$ cat config.mk
export PLATFORM = sky130hd
export DESIGN_NAME = fetch_stage
export DESIGN_NICKNAME = d
export VERILOG_FILES = /design/src/rtl/fetch_stage.sv
export SDC_FILE = /design/constraint.sdc
export NUM_CORES = 1
export LEC_CHECK = 0
export CAP_MARGIN = 10
export CORE_MARGIN = 2
export CORE_UTILIZATION = 35
export CTS_BUF_LIST = sky130_fd_sc_hd__clkbuf_16
export DETAILED_ROUTE_END_ITERATION = 10
export GPL_TIMING_DRIVEN = 0
export SLEW_MARGIN = 20
export SYNTH_ARGS = -nofsm -noshare
export SYNTH_HDL_FRONTEND = slang
export SYNTH_SLANG_ARGS = --single-unit
$ cat constraint.sdc
create_clock -name clk -period 7.02 [get_ports clk]
set_input_delay 1.404 -clock clk [delete_from_list [all_inputs] [get_ports clk]]
set_output_delay 1.404 -clock clk [all_outputs]
set_load 0.005 [all_outputs]
$ cat src/rtl/fetch_stage.sv
`default_nettype none
// ============================================================================
// Module   : fetch_stage
// Purpose  : IF stage: PC register, instruction memory handshake, IF/ID register
//            with a one-word hold buffer and a drain state for squashed requests.
// Revision : 1.0  initial release
// ============================================================================
module fetch_stage #(
    parameter logic [31:0] RESET_PC  = 32'h00000000,
    parameter logic [31:0] NOP_INSTR = 32'h00000000
) (
    input  logic        clk,
    input  logic        rst,
    input  logic [31:0] PC_in,
    input  logic        Stall_if,
    input  logic        Flush_if,
    output logic        imem_req,
    output logic [31:0] imem_addr,
    input  logic [31:0] imem_rdata,
    input  logic        imem_ready,
    output logic [31:0] PC_if,
    output logic [31:0] NextPC_if,
    output logic [31:0] Instr_id,
    output logic [31:0] NextPC_id,
    output logic        Valid_id
);

    localparam logic [1:0] ST_FETCH = 2'd0;
    localparam logic [1:0] ST_HOLD  = 2'd1;
    localparam logic [1:0] ST_DRAIN = 2'd2;

    logic [1:0]  state;
    logic [1:0]  next_state;
    logic [31:0] hold_buf;
    logic [31:0] drain_addr;

    logic        pc_load;
    logic        deliver;
    logic        capture;
    logic        drain_load;
    logic [31:0] deliver_word;

    assign NextPC_if = PC_if + 32'd4;

    always_ff @(posedge clk or posedge rst) begin
        if (rst) begin
            state <= ST_FETCH;
        end else begin
            state <= next_state;
        end
    end

    always_comb begin
        next_state = state;
        case (state)
            ST_FETCH: begin
                if (imem_ready && !Flush_if && Stall_if) begin
                    next_state = ST_HOLD;
                end else if (!imem_ready && Flush_if) begin
                    next_state = ST_DRAIN;
                end
            end
            ST_HOLD: begin
                if (Flush_if || !Stall_if) begin
                    next_state = ST_FETCH;
                end
            end
            ST_DRAIN: begin
                if (imem_ready) begin
                    next_state = ST_FETCH;
                end
            end
            default: next_state = ST_FETCH;
        endcase
    end

    // The outstanding request keeps its address in DRAIN; PC_if already points at the new path.
    always_comb begin
        imem_req     = 1'b1;
        imem_addr    = PC_if;
        pc_load      = 1'b0;
        deliver      = 1'b0;
        capture      = 1'b0;
        drain_load   = 1'b0;
        deliver_word = imem_rdata;
        case (state)
            ST_FETCH: begin
                pc_load    = Flush_if || (imem_ready && !Stall_if);
                deliver    = imem_ready && !Flush_if && !Stall_if;
                capture    = imem_ready && !Flush_if && Stall_if;
                drain_load = !imem_ready && Flush_if;
            end
            ST_HOLD: begin
                imem_req     = 1'b0;
                pc_load      = Flush_if || !Stall_if;
                deliver      = !Flush_if && !Stall_if;
                deliver_word = hold_buf;
            end
            ST_DRAIN: begin
                imem_addr = drain_addr;
                pc_load   = Flush_if;
            end
            default: begin
                imem_req = 1'b1;
            end
        endcase
    end

    always_ff @(posedge clk or posedge rst) begin
        if (rst) begin
            PC_if      <= RESET_PC;
            Instr_id   <= NOP_INSTR;
            NextPC_id  <= 32'd0;
            Valid_id   <= 1'b0;
            hold_buf   <= 32'd0;
            drain_addr <= 32'd0;
        end else begin
            if (pc_load) begin
                PC_if <= PC_in;
            end
            if (capture) begin
                hold_buf <= imem_rdata;
            end
            if (drain_load) begin
                drain_addr <= PC_if;
            end
            if (Flush_if) begin
                Instr_id <= NOP_INSTR;
                Valid_id <= 1'b0;
            end else if (Stall_if) begin
                Instr_id <= Instr_id;
                Valid_id <= Valid_id;
            end else if (deliver) begin
                Instr_id  <= deliver_word;
                NextPC_id <= NextPC_if;
                Valid_id  <= 1'b1;
            end else begin
                Instr_id <= NOP_INSTR;
                Valid_id <= 1'b0;
            end
        end
    end

endmodule
`default_nettype wire
==> metrics list <==
* Hold Crit Endpoint: Instr_id[30]$_DFFE_PP0P_
- Stages on worst setup path: 7
* Die Outline Area: 22,500 um^2
* Overflow left after global routing: 0
* Total inserted antenna cells: 0
- Number of nets in the layout: 944
- The floorplan step set the die width to 150 um.
- After synthesis, the share of cell area in mux cells is 0.246.
* Worst voltage drop across the vdd grid: 0.000180 V
- The routed layout has 5,698 vias.
- DR pass1 iterations: 6
- Max-cap violations in this run came to 0.
* CP required: 5.62 ns
* Top cell type by total area after synthesis: sky130_fd_sc_hd__dfrtp_1
- Grouping stages by cell kind, the critical path spends the most delay in simple AND/OR/NAND/NOR gates.
- By area, the combinational part of the netlist is dominated by multiplexers.
* Buffers on Ports: 230
* Synthesis-to-layout area growth: 43.0%
* Worst setup EP type: primary output
- For this block, the initial DRC count from the detailed router was 248.
- Commonest register cell after synthesis: sky130_fd_sc_hd__dfrtp_1
- Counting instances, the worst hold path has a depth of 2.
- STA puts the critical path data arrival time at 3.16 ns.
- Hold violation total from the final report: 0
* Global-route wire length before repair: 32,700 um
* Clock skew after layout: 0.0129 ns
* DRC: 0
- Share of cells above drive strength 1: 0.221
- Of the synthesized area, sequential elements account for 0.546.
- Complex-gate fraction of the synthesized area: 0.0504
- STA classifies the critical path startpoint as a flop.
- For this configuration, the core starts out at a cell density of 0.356.
- Of the total synthesized cell area, the portion taken by AND, OR, NAND and NOR gates is 0.101.
- In this run the vertical extent of the chip is 150 um.
- Of the available clock period, the critical path in the final layout requires 0.650.
* CTS tree: done
- Number of instances in the synthesized netlist: 624
- Headroom to the max-slew limit: 0.591
* Syn avg cell area: 12.0 um^2
- Counting distinct cell types in the post-synthesis netlist gives 37.
- Buffers added to address setup during post-CTS repair amount to 0.
- Commonest cells in the synthesized netlist: sky130_fd_sc_hd__dfrtp_1 (163), sky130_fd_sc_hd__mux2_2 (135), sky130_fd_sc_hd__nand2_1 (79), sky130_fd_sc_hd__o21ai_0 (44), sky130_fd_sc_hd__mux2i_1 (32)
* Worst Max-Slew Pin Slew: 0.614 ns
- Final wirelength: 20,800 um
- The worst register-to-register path ends at NextPC_id[20]$_DFFE_PP0P_.
* Hold slack: 0.476 ns
- Via count of the first global-routing pass: 5,830
- By area the synthesized netlist is led by sky130_fd_sc_hd__dfrtp_1 (55%), sky130_fd_sc_hd__mux2_2 (20%), sky130_fd_sc_hd__mux2i_1 (4.3%), sky130_fd_sc_hd__nand2_1 (4.0%), sky130_fd_sc_hd__o21ai_0 (2.9%).
* CTS Root Buffer Type: sky130_fd_sc_hd__clkbuf_16
* Clock Latency Late Sink: 0.43 ns
- Setup slack of the worst register-to-register path: 4.60 ns
- Register clock-pin slew on the reported worst setup and hold paths: 0.06 ns
- Xor/xnor cell area share of the yosys netlist: 0.0223
- The initial antenna violation count came to 0.
- The number of max-slew violations in the final report was 0.
- The clock passes through at most 2 buffers.
- 231 I/O pins were placed.
- The clock net in this run drives a total of 163 sinks.
* FF-to-FF path depth: 6
- Cell with the largest stage delay on the worst path: sky130_fd_sc_hd__dfrtp_1
- Finish-stage setup viols: 0
- Crit path max fanout: 10
* Summed negative setup slack over all endpoints: 0 ns
- For this run, global-route usage on met3 was measured as 0.0724.
- Routing layer with the top usage in global route: met2
- The number of clock buffers added by TritonCTS is 17.
- Half-perimeter wire length of the detailed placement result: 14,900 um
* Fmax achieved: 219 MHz
- Synthesized flop and latch total: 163
- Setup repair after global routing left no endpoint under its margin.
- Maximum level of the CTS H-tree: 4
* List of cells traversed by the critical path: ha_1 > and4_1 > nand4_2 > buf_2 > or3_1 > nand2_1 > clkdlybuf4s50_1
- Of the post-synthesis cell area, the dominant cell type holds 0.546.
- Of the total synthesized cell area, the portion taken by full adders, half adders and majority gates is 0.00167.
- In this run the static leakage power is 4.63 nW.
- In this run, synthesis inferred 0 flip-flops with an integrated enable.
- Routability cong.: 0.788
* Post-route antenna net violation count: 0
- Net count after synthesis: 694
* Run status: finished, final reports clean
* Start point of the worst min-delay path: Instr_id[30]$_DFFE_PP0P_
- Power density relative to cell area: 286 nW/um^2
- Counting I/O delays and the setup requirement, the final critical path takes 4.56 ns.
- The worst hold path belongs to the class flop to flop.
- Most repeated cell in the gate-level netlist after synthesis: sky130_fd_sc_hd__dfrtp_1
- Crit-path max cell delay: 0.55 ns
- Placeable core region: 21,000 um^2
* Filler cell count: 1,923
- After floorplanning, the core was divided into 53 placement rows.
- Dividing the detail-routed via count by the number of cells gives 4.90.
- Gates resized during post-CTS repair numbered 0.
- Grt met1 use: 0.244
- In the synthesized netlist the async set-or-reset flop fraction comes to 1.00.
* Largest net degree at the start of global routing: 90
* Met2 Track Usage GR: 0.296
- Crit Path Category: flop to primary output
- Worst r2r src: PC_if[2]$_DFFE_PP0P_
- The cell area that synthesis handed to floorplanning was 7480 um^2.
- Routed wirelength normalized by instance count: 17.9 um
* Global routing usage summed across all routing layers: 0.190
- Count of buffer and inverter cells on the critical path: 2
* Yosys synthesis warning count: 0
- In this run, post-CTS hold repair placed 0 buffers.
==> worst max-delay path by stage <==
stage	to	from	slack (ns)
floorplan	Instr_id[0]$_DFFE_PP0P_	rst	1.21
global placement	PC_if[19]$_DFFE_PP0P_	rst	-1.44
detailed placement	NextPC_if[20]	PC_if[2]$_DFFE_PP0P_	2.87
CTS	NextPC_if[20]	PC_if[2]$_DFFE_PP0P_	2.40
global route	NextPC_if[30]	PC_if[2]$_DFFE_PP0P_	2.27
finish	NextPC_if[20]	PC_if[2]$_DFFE_PP0P_	2.46
==> metrics by stage <==
| step | power [mW] | util | worst slack, ns | std cells | cell area [um^2] |
|---|---|---|---|---|---|
| 6_report | 3.06 | 0.509 | 2.46 | 1162 | 10700 |
| 5_1_grt | 3.24 | 0.509 | 2.27 | 1162 | 10700 |
| 4_1_cts | 3.10 | 0.509 | 2.40 | 1162 | 10700 |
| 3_5_place_dp | 2.23 | 0.483 | 2.87 | 1130 | 10200 |
| 3_3_place_gp | 2.22 | 0.482 | -1.44 | 1129 | 10100 |
| 2_1_floorplan | 1.69 | - | 1.21 | 624 | 7480 |
==> logic make-up (layout without fill, tap and decap cells) <==
logic type / after synthesis / after routing
buf+inv: 54 / 317
xor+xnor: 19 / 19
flops: 163 / 163
compound gates: 66 / 66
simple gates: 154 / 154
mux: 167 / 167
fa+ha+maj: 1 / 1
==> power by group <==
group / switching [mW] / internal (mW) / total (mW)
combinational: 0.326 / 0.574 / 0.900
sequential: 0.139 / 1.16 / 1.30
clock: 0.406 / 0.454 / 0.860
total: 0.871 / 2.19 / 3.06
==> flip-flops by register name, indices dropped and copies added, names as in the netlist <==
signal and flops:
drain_addr 32, Valid_id 1, NextPC_id 32, hold_buf 32, PC_if 32, state 2
Instr_id 32
==> layout by cell type, fill, tap and decap left out, drive strengths merged <==
cell,n
a211o,1
a211oi,1
a21boi,1
a21o,1
a31o,1
a31oi,9
and3,5
and4,9
buf,27
clkbuf,37
clkdlybuf4s50,230
clkinv,6
clkinvlp,4
dfrtp,163
ha,1
inv,13
mux2,135
mux2i,32
nand2,79
nand3,15
nand4,8
nor2,17
nor2b,2
nor3,3
nor4,1
nor4b,1
o211ai,4
o21ai,44
o21bai,1
o31ai,3
or2b,1
or3,6
or4,7
xnor2,7
xor2,12
==> worst reg2reg max path: cells and delay by family (launching register included) <==
| kind | cells | cell delay [ns] |
|---|---|---|
| simple gates | 3 | 1.00 |
| flops | 1 | 0.55 |
| fa+ha+maj | 1 | 0.33 |
| buf+inv | 1 | 0.28 |
| compound gates | 1 | 0.18 |
==> routing by layer <==
| metal | vias to the layer above | wire length [um] |
|---|---|---|
| li1 | 2708 | - |
| met1 | 2789 | 9090 |
| met2 | 175 | 9560 |
| met3 | 26 | 1770 |
| met4 | 0 | 397 |
| met5 | - | 0 |
==> area by class of cell <==
class / count / area, um^2 / share of cell area
Tap cell: 275 / 344 / 0.0322
Inverter: 8 / 37.5 / 0.00351
Timing Repair Buffer: 231 / 2330 / 0.218
Clock inverter: 15 / 109 / 0.0102
Multi-Input combinational cell: 407 / 3150 / 0.295
Buffer: 46 / 218 / 0.0204
Sequential cell: 163 / 4080 / 0.381
Clock buffer: 17 / 425 / 0.0398
Power figures use the tool's default switching activity.
